$ cat src/rtl/analog_sample_bank.sv
// analog_sample_bank
// Multi-channel ADC capture bank. A two-state sequencer walks the ADC mux
// round-robin over NUM_CH channels. Every returned sample for a valid channel
// index lands in that channel's holding register. The bank raises per-channel
// valid flags, a frame_done pulse on each completed sweep, and a timeout_err
// pulse when a conversion never arrives.
//
// Optional build macro: AVG_FILTER_EN
//   defined   -> each holding register keeps an exponential average
//                new = old + ((sample - old) >>> 2). A channel whose valid
//                flag is clear loads the raw sample instead.
//   undefined -> samples are stored raw and no filter logic is built.

module analog_sample_bank #(
    parameter int NUM_CH   = 10,
    parameter int SAMPLE_W = 10,
    parameter int CH_W     = 4,
    parameter int TIMEOUT  = 255
) (
    input  logic                         clk,
    input  logic                         rst,
    input  logic                         enable,
    output logic [CH_W-1:0]              channel,
    input  logic                         new_sample,
    input  logic [SAMPLE_W-1:0]          sample,
    input  logic [CH_W-1:0]              sample_channel,
    output logic [NUM_CH*SAMPLE_W-1:0]   ch_data,
    output logic [NUM_CH-1:0]            ch_valid,
    output logic                         frame_done,
    output logic                         timeout_err,
    output logic [7:0]                   led
);

    // The counter is wide enough for the largest supported TIMEOUT (65535).
    localparam int                CNT_W        = 16;
    localparam logic [CNT_W-1:0]  TIMEOUT_LAST = CNT_W'(TIMEOUT - 1);
    localparam logic [CH_W-1:0]   LAST_CH      = CH_W'(NUM_CH - 1);

    typedef enum logic {
        ST_IDLE,
        ST_WAIT
    } state_t;

    state_t            state;
    logic [CNT_W-1:0]  wait_cnt;
    logic              match;
    logic              timeout_hit;
    logic              last_ch;
    logic [CH_W-1:0]   next_channel;

`ifdef AVG_FILTER_EN
    // The difference is formed one bit wider and signed. The shifted step
    // always lies between 0 and (sample - old), so the truncated sum stays in
    // range.
    function automatic logic [SAMPLE_W-1:0] avg_step(
        input logic [SAMPLE_W-1:0] old_val,
        input logic [SAMPLE_W-1:0] new_val
    );
        logic signed [SAMPLE_W:0] diff;
        logic signed [SAMPLE_W:0] step;
        diff = $signed({1'b0, new_val}) - $signed({1'b0, old_val});
        step = diff >>> 2;
        return SAMPLE_W'({1'b0, old_val} + step);
    endfunction
`endif

    // Decide whether this cycle completes the requested conversion or gives up on it.
    always_comb begin
        match        = new_sample && (sample_channel == channel);
        timeout_hit  = (state == ST_WAIT) && enable && !match && (wait_cnt == TIMEOUT_LAST);
        last_ch      = (channel == LAST_CH);
        next_channel = last_ch ? '0 : channel + CH_W'(1);
    end

    // Sequencer: park in IDLE, or step through channels on each match or timeout.
    always_ff @(posedge clk or posedge rst) begin
        if (rst) begin
            state       <= ST_IDLE;
            channel     <= '0;
            wait_cnt    <= '0;
            frame_done  <= 1'b0;
            timeout_err <= 1'b0;
        end else begin
            frame_done  <= 1'b0;
            timeout_err <= 1'b0;
            unique case (state)
                ST_IDLE: begin
                    wait_cnt <= '0;
                    if (enable) begin
                        state <= ST_WAIT;
                    end
                end
                ST_WAIT: begin
                    if (!enable) begin
                        state    <= ST_IDLE;
                        wait_cnt <= '0;
                    end else if (match || timeout_hit) begin
                        channel     <= next_channel;
                        frame_done  <= last_ch;
                        timeout_err <= timeout_hit;
                        wait_cnt    <= '0;
                    end else begin
                        wait_cnt <= wait_cnt + CNT_W'(1);
                    end
                end
                default: begin
                    state    <= ST_IDLE;
                    wait_cnt <= '0;
                end
            endcase
        end
    end

    // Capture path: store any in-range sample whatever the sequencer state, and drop valid on a timeout.
    always_ff @(posedge clk or posedge rst) begin
        if (rst) begin
            ch_data  <= '0;
            ch_valid <= '0;
        end else begin
            for (int k = 0; k < NUM_CH; k++) begin
                if (timeout_hit && (channel == CH_W'(k))) begin
                    ch_valid[k] <= 1'b0;
                end
                if (new_sample && (sample_channel == CH_W'(k))) begin
                    ch_valid[k] <= 1'b1;
`ifdef AVG_FILTER_EN
                    if (ch_valid[k]) begin
                        ch_data[k*SAMPLE_W +: SAMPLE_W] <=
                            avg_step(ch_data[k*SAMPLE_W +: SAMPLE_W], sample);
                    end else begin
                        ch_data[k*SAMPLE_W +: SAMPLE_W] <= sample;
                    end
`else
                    ch_data[k*SAMPLE_W +: SAMPLE_W] <= sample;
`endif
                end
            end
        end
    end

    // The debug LEDs show the top byte of channel 0 and follow its register directly.
    assign led = ch_data[SAMPLE_W-1 -: 8];

endmodule

$ cat config.mk
export PLATFORM = sky130hd
export DESIGN_NAME = analog_sample_bank
export DESIGN_NICKNAME = d
export VERILOG_FILES = /design/src/rtl/analog_sample_bank.sv
export SDC_FILE = /design/constraint.sdc
export NUM_CORES = 1
export LEC_CHECK = 0
export CORE_UTILIZATION = 24
export DETAILED_ROUTE_END_ITERATION = 6
export SKIP_CTS_REPAIR_TIMING = 1
export SLEW_MARGIN = 10
export SYNTH_ARGS = -nofsm -noshare
export SYNTH_HDL_FRONTEND = slang
export SYNTH_SLANG_ARGS = --single-unit
$ cat constraint.sdc
create_clock -name clk -period 10.72 [get_ports clk]
set_clock_uncertainty 0.1 [all_clocks]
set_input_delay 2.144 -clock clk [delete_from_list [all_inputs] [get_ports clk]]
set_output_delay 2.144 -clock clk [all_outputs]
set_load 0.01 [all_outputs]
==> run metrics, run 1 <==
IO Port Bufs 141; combinational power share 0.227; die area 0.0236 mm²; Final nets 550; initial antenna violation count 0; setup_tns 0 ns; pwr/cell area 229 mW/mm²; share of cells above drive strength 1 0.267; most common library cells after synthesis 133 x dfrtp_1, 101 x mux2_2, 24 x nor2_1; cell taking the most area after synthesis dfrtp_1; Synth top area share 0.604; Slowest-stage cell, CP nand3b_1; largest net degree at the start of global routing 85; outcome finished, final reports clean; crit-path max FO 11; fin crit share 0.385; Std-Cell Rows 55; leakage 3.26 nW; # clock sinks 133; Crit path largest cell delay 0.63 ns; worst slew pin tran 1.07 ns; CTS root buf clkbuf_16; Hold Fails Final Rpt 0; RSZ-0062 raised after global routing no; vias per inst 4.42; H-tree depth 4; core area 0.0226 mm²; Final Util 0.348; pre-CTS setup slack 6.17 ns; I/O pin cnt 142; Pre-antenna DRT Iters 4; Worst VDD drop 0.000101 V; clock-pin transition on the worst setup and hold timing paths 0.06 ns; clk_lat worst skew 0.41 ns; CP Launch Type primary input; Max Fclk 242 MHz; crit path time final 4.12 ns; sequential area share after synthesis 0.604; switching power share of the total 0.246; wire per inst 17.8 µm; Tot GR Track Use 0.132; antenna fix cells 0; Psw 0.442 mW; Final Max Slew Viols 0; Post-synth ARST share 1.00; Cell Area, Synth 0.00551 mm²; drt total wl 14.7 mm; critical path class primary input to flop; Clock Power Share 0.401; #FFs+latches synth 133; Finished Cell Area 0.00785 mm²; Final GP Congestion 0.848; clock buffer depth 2; Synth Flop Type dfrtp_1; Hold Slack 0.404 ns; Setup crit end kind flop; final setup fails 0; final non-filler cell total 828; Seq pwr share 0.371; Area after DPL 0.00711 mm²; critical path required time 10.92 ns; Fillers 2,192; GRT overflow 0; Max Cap Viol 0; Placed Cells 796; top post-synthesis cells by area dfrtp_1 60%, mux2_2 21%, xor2_1 1.9%; number of flops mapped to enable cells by yosys 0; DP HPWL 10.3 mm; Via Count 3,663; global-route wire length before repair 23.4 mm; Initial DRC Count 195; Worst EP arrival 4.32 ns; Mapped Cells 403; most frequent cell after synthesis dfrtp_1; Int Pwr 1.36 mW; synth unique cells 40; area grow syn2layout 42.4%; vias in the first global route 4,061; crit-path cells clkdlybuf4s50_1, nor3b_1, nand3b_1, mux2_2; Syn Nets 423; initial core utilization 0.244; DRC 0; die width 154 µm; Yosys Warn Count 0; Slew Limit Headroom 0.287; Post-Syn Area per Cell 13.7 µm²; CTS tree built; Die Y 154 µm; Pwr Total 1.80 mW; Post-DRT Antenna Nets 0; TritonCTS Buffers 17; Hold Crit Class flop to flop; setup slack after layout 6.60 ns
==> area by class of cell <==
type,instances,area (µm²),area share
Timing Repair Buffer,142,1420,0.181
Sequential cell,133,3330,0.424
Inverter,4,20.0,0.00255
Tap cell,285,357,0.0454
Clock buffer,20,467,0.0595
Multi-Input combinational cell,232,1990,0.253
Clock inverter,12,272,0.0346
==> routing by layer <==
metal  global-route usage  vias up  wire, µm
met2                0.221      130      7290
met1                0.153     1862      6310
met5                    0        -         0
met4               0.0476        0       214
met3               0.0505       16       911
li1                     -     1655         -
==> registers in the layout, indices dropped and copies added, names as in the netlist <==
name / cells
frame_done: 1
channel: 4
state: 1
ch_valid: 10
ch_data: 100
timeout_err: 1
wait_cnt: 16
==> logic make-up after synthesis <==
group	share of synthesized area
buf+inv	0.0377
compound gates	0.0288
mux	0.206
simple gates	0.0858
flops	0.604
fa+ha+maj	0.00454
xor+xnor	0.0334
==> critical path, delay by kind of cell <==
kind | cells | cell delay [ns]
buffers and inverters | 1 | 0.58
and+or+nand+nor | 2 | 1.09
muxes | 1 | 0.49
==> cells in the final DEF (no fill, tap or decap), drive strengths merged, types with 2 or more instances in the layout <==
master	Yosys	layout
a211oi	2	2
and3	4	4
and4	4	4
bufinv	0	8
clkbuf	3	20
clkdlybuf4s50	0	141
clkinv	0	4
dfrtp	133	133
ha	2	2
inv	4	4
mux2	101	101
nand2	23	23
nand2b	7	7
nand3	7	7
nand3b	4	4
nand4	5	5
nor2	25	25
nor3	3	3
nor3b	2	2
o21ai	4	4
o31ai	4	4
o41ai	4	4
xnor2	9	9
xor2	12	12
==> final timing paths <==
kind	slack (ns)	depth (start not counted)	to	start
worst max-delay path	6.60	4	ch_data[20]	new_sample
worst min-delay path	0.40	1	ch_data[63]	ch_data[63]
worst max register to register	8.53	7	ch_valid[5]	wait_cnt[0]
worst min register to register	0.40	1	ch_data[63]	ch_data[63]
max in group asynchronous	7.14	3	wait_cnt[14]	rst
min in group asynchronous	2.14	2	ch_data[4]	rst
==> power groups by stage <==
stage | clock (mW) | sequential [mW] | combinational [mW]
after detailed placement | 0 | 0.675 | 0.414
after global routing | 0.762 | 0.681 | 0.436
after CTS | 0.739 | 0.669 | 0.415
after floorplan | 0 | 0.703 | 0.133
final | 0.721 | 0.667 | 0.409
after global placement | 0 | 0.672 | 0.409
(Power assumes the default switching activity.)
==> inputs of run 2 (changes only) <==
clock period = 4.1 ns   (was 10.72 ns; I/O delays follow)
==> run metrics, run 2 (synthesis gave the netlist of run 1 again) <==
Finished Cell Area 0.00775 mm² (-1.3%); Worst VDD drop 0.000251 V (+150%); Std-Cell Rows 55 (unchanged); clock buffer depth 2 (unchanged); Final GP Congestion 0.811 (-4.3%); DRC 0 (unchanged); Hold Slack 0.401 ns (-0.00341 ns); Final nets 554 (+0.73%); Hold Fails Final Rpt 0 (unchanged); Final Util 0.343 (-0.00460); Final Max Slew Viols 0 (unchanged); FF-to-FF path depth 7 (unchanged); Largest regs ch_data: 100 flops, wait_cnt: 16 flops, ch_valid: 10 flops; most common cell after layout, fill and taps aside clkdlybuf4s50_1; Area after DPL 0.00715 mm² (+0.58%); setup slack after layout 1.30 ns (-5.30 ns); largest net degree at the start of global routing 89 (+4.7%); Slew Limit Headroom 0.528 (+0.241); routing usage on met2 0.210 (-0.0113); RSZ-0062 raised after global routing no; final non-filler cell total 831 (+0.36%); setup_tns 0 ns (unchanged); Die Y 154 µm (unchanged); IO Port Bufs 141 (unchanged); die area 0.0236 mm² (unchanged); Pwr Total 4.32 mW (+140%); pre-CTS setup slack 0.860 ns (-5.31 ns); pwr/cell area 558 mW/mm² (+140%); clock-pin transition on the worst setup and hold timing paths 0.06 ns (about the same); I/O pin cnt 142 (unchanged); Initial DRC Count 125 (-36%); global-route wire length before repair 23.1 mm (-1.3%); vias per inst 4.40 (-0.55%); H-tree depth 4 (unchanged); met3 track demand over resource 0.0510 (+0.000564); Max Fclk 357 MHz; crit path time final 2.80 ns; critical path class primary input to flop; area grow syn2layout 40.5%; drt total wl 14.6 mm (-0.57%); Post-DRT Antenna Nets 0 (unchanged); Pre-antenna DRT Iters 6 (+2); crit-path max FO 11 (unchanged); CP Launch Type primary input; final setup fails 0 (unchanged); max FFs per register 100 (unchanged); worst slew pin tran 0.708 ns (-0.357 ns); Tot GR Track Use 0.131 (-0.00125); # clock sinks 133 (unchanged); Setup crit end kind flop; antenna fix cells 0 (unchanged); leakage 3.20 nW (-1.8%); TritonCTS Buffers 17 (unchanged); initial antenna violation count 0 (unchanged); initial core utilization 0.244 (unchanged); Via Count 3,656 (-0.19%); commonest non-fill, non-tap cells in the layout 141 x clkdlybuf4s50_1, 133 x dfrtp_1, 101 x mux2_2; DP HPWL 10.2 mm (-1.8%); clk_lat worst skew 0.41 ns (about the same); Hold Path Depth 1 (unchanged); Hold Crit Class flop to flop; Max Cap Viol 0 (unchanged); die width 154 µm (unchanged); fin crit share 0.683; Placed Cells 800 (+0.50%); CTS tree built; outcome finished, final reports clean; met1 usage 0.159 (+0.00549); critical path required time 4.30 ns (-6.62 ns); GRT overflow 0 (unchanged); core area 0.0226 mm² (unchanged); share of cells above drive strength 1 0.271 (+0.00403); CTS root buf clkbuf_16; Largest Register ch_data; vias in the first global route 3,909 (-3.7%); wire per inst 17.6 µm (-0.93%); global routing's busiest layer met2; Worst EP arrival 2.99 ns (-1.33 ns)
[run 2: cell count changes in the layout (fill, tap and decap cells not counted)]
| cell | before | now |
|---|---|---|
| clkinvlp_4 | 0 | 5 |
| bufinv_16 | 8 | 2 |
| buf_12 | 0 | 1 |
| buf_4 | 1 | 4 |
| clkinv_2 | 1 | 2 |
| clkinv_4 | 3 | 2 |
[run 2: report_power, final]
| part | switching [mW] | internal [mW] |
|---|---|---|
| clock | 0.571 | 0.941 |
| sequential | 0.169 | 1.57 |
| combinational | 0.412 | 0.663 |
| total | 1.15 | 3.17 |
[run 2: area by class of cell]
| class | instances | area [µm²] |
|---|---|---|
| multi-input combinational | 232 | 1990 |
| sequential | 133 | 3330 |
| timing repair buffer | 146 | 1460 |
| clock buffer | 20 | 467 |
| tap | 285 | 357 |
| inverter | 4 | 18.8 |
| fill | 2190 | 14800 |
| clock inverter | 11 | 126 |
[run 2: path summary, 6_finish.rpt]
kind                              from     endpoint  slack [ns]
max                         new_sample  ch_data[13]        1.30
min                        ch_data[44]  ch_data[44]        0.40
max reg2reg                wait_cnt[0]  ch_valid[1]        1.83
min reg2reg                ch_data[44]  ch_data[44]        0.40
max in group asynchronous          rst   frame_done        2.59
min in group asynchronous          rst  ch_data[11]        0.80
[run 2: worst max-delay path, cell delays in order]
cell	delay, ns
clkdlybuf4s50_1	0.58
nor3b_1	0.51
nand3b_1	0.61
mux2_2	0.47
[run 2: per-layer routing]
| metal | routed length [µm] | part of all wire | vias to the layer above |
|---|---|---|---|
| li1 | - | - | 1660 |
| met1 | 6360 | 0.43 | 1865 |
| met2 | 6950 | 0.47 | 115 |
| met3 | 1150 | 0.078 | 16 |
| met4 | 198 | 0.014 | 0 |
| met5 | 0 | 0 | - |
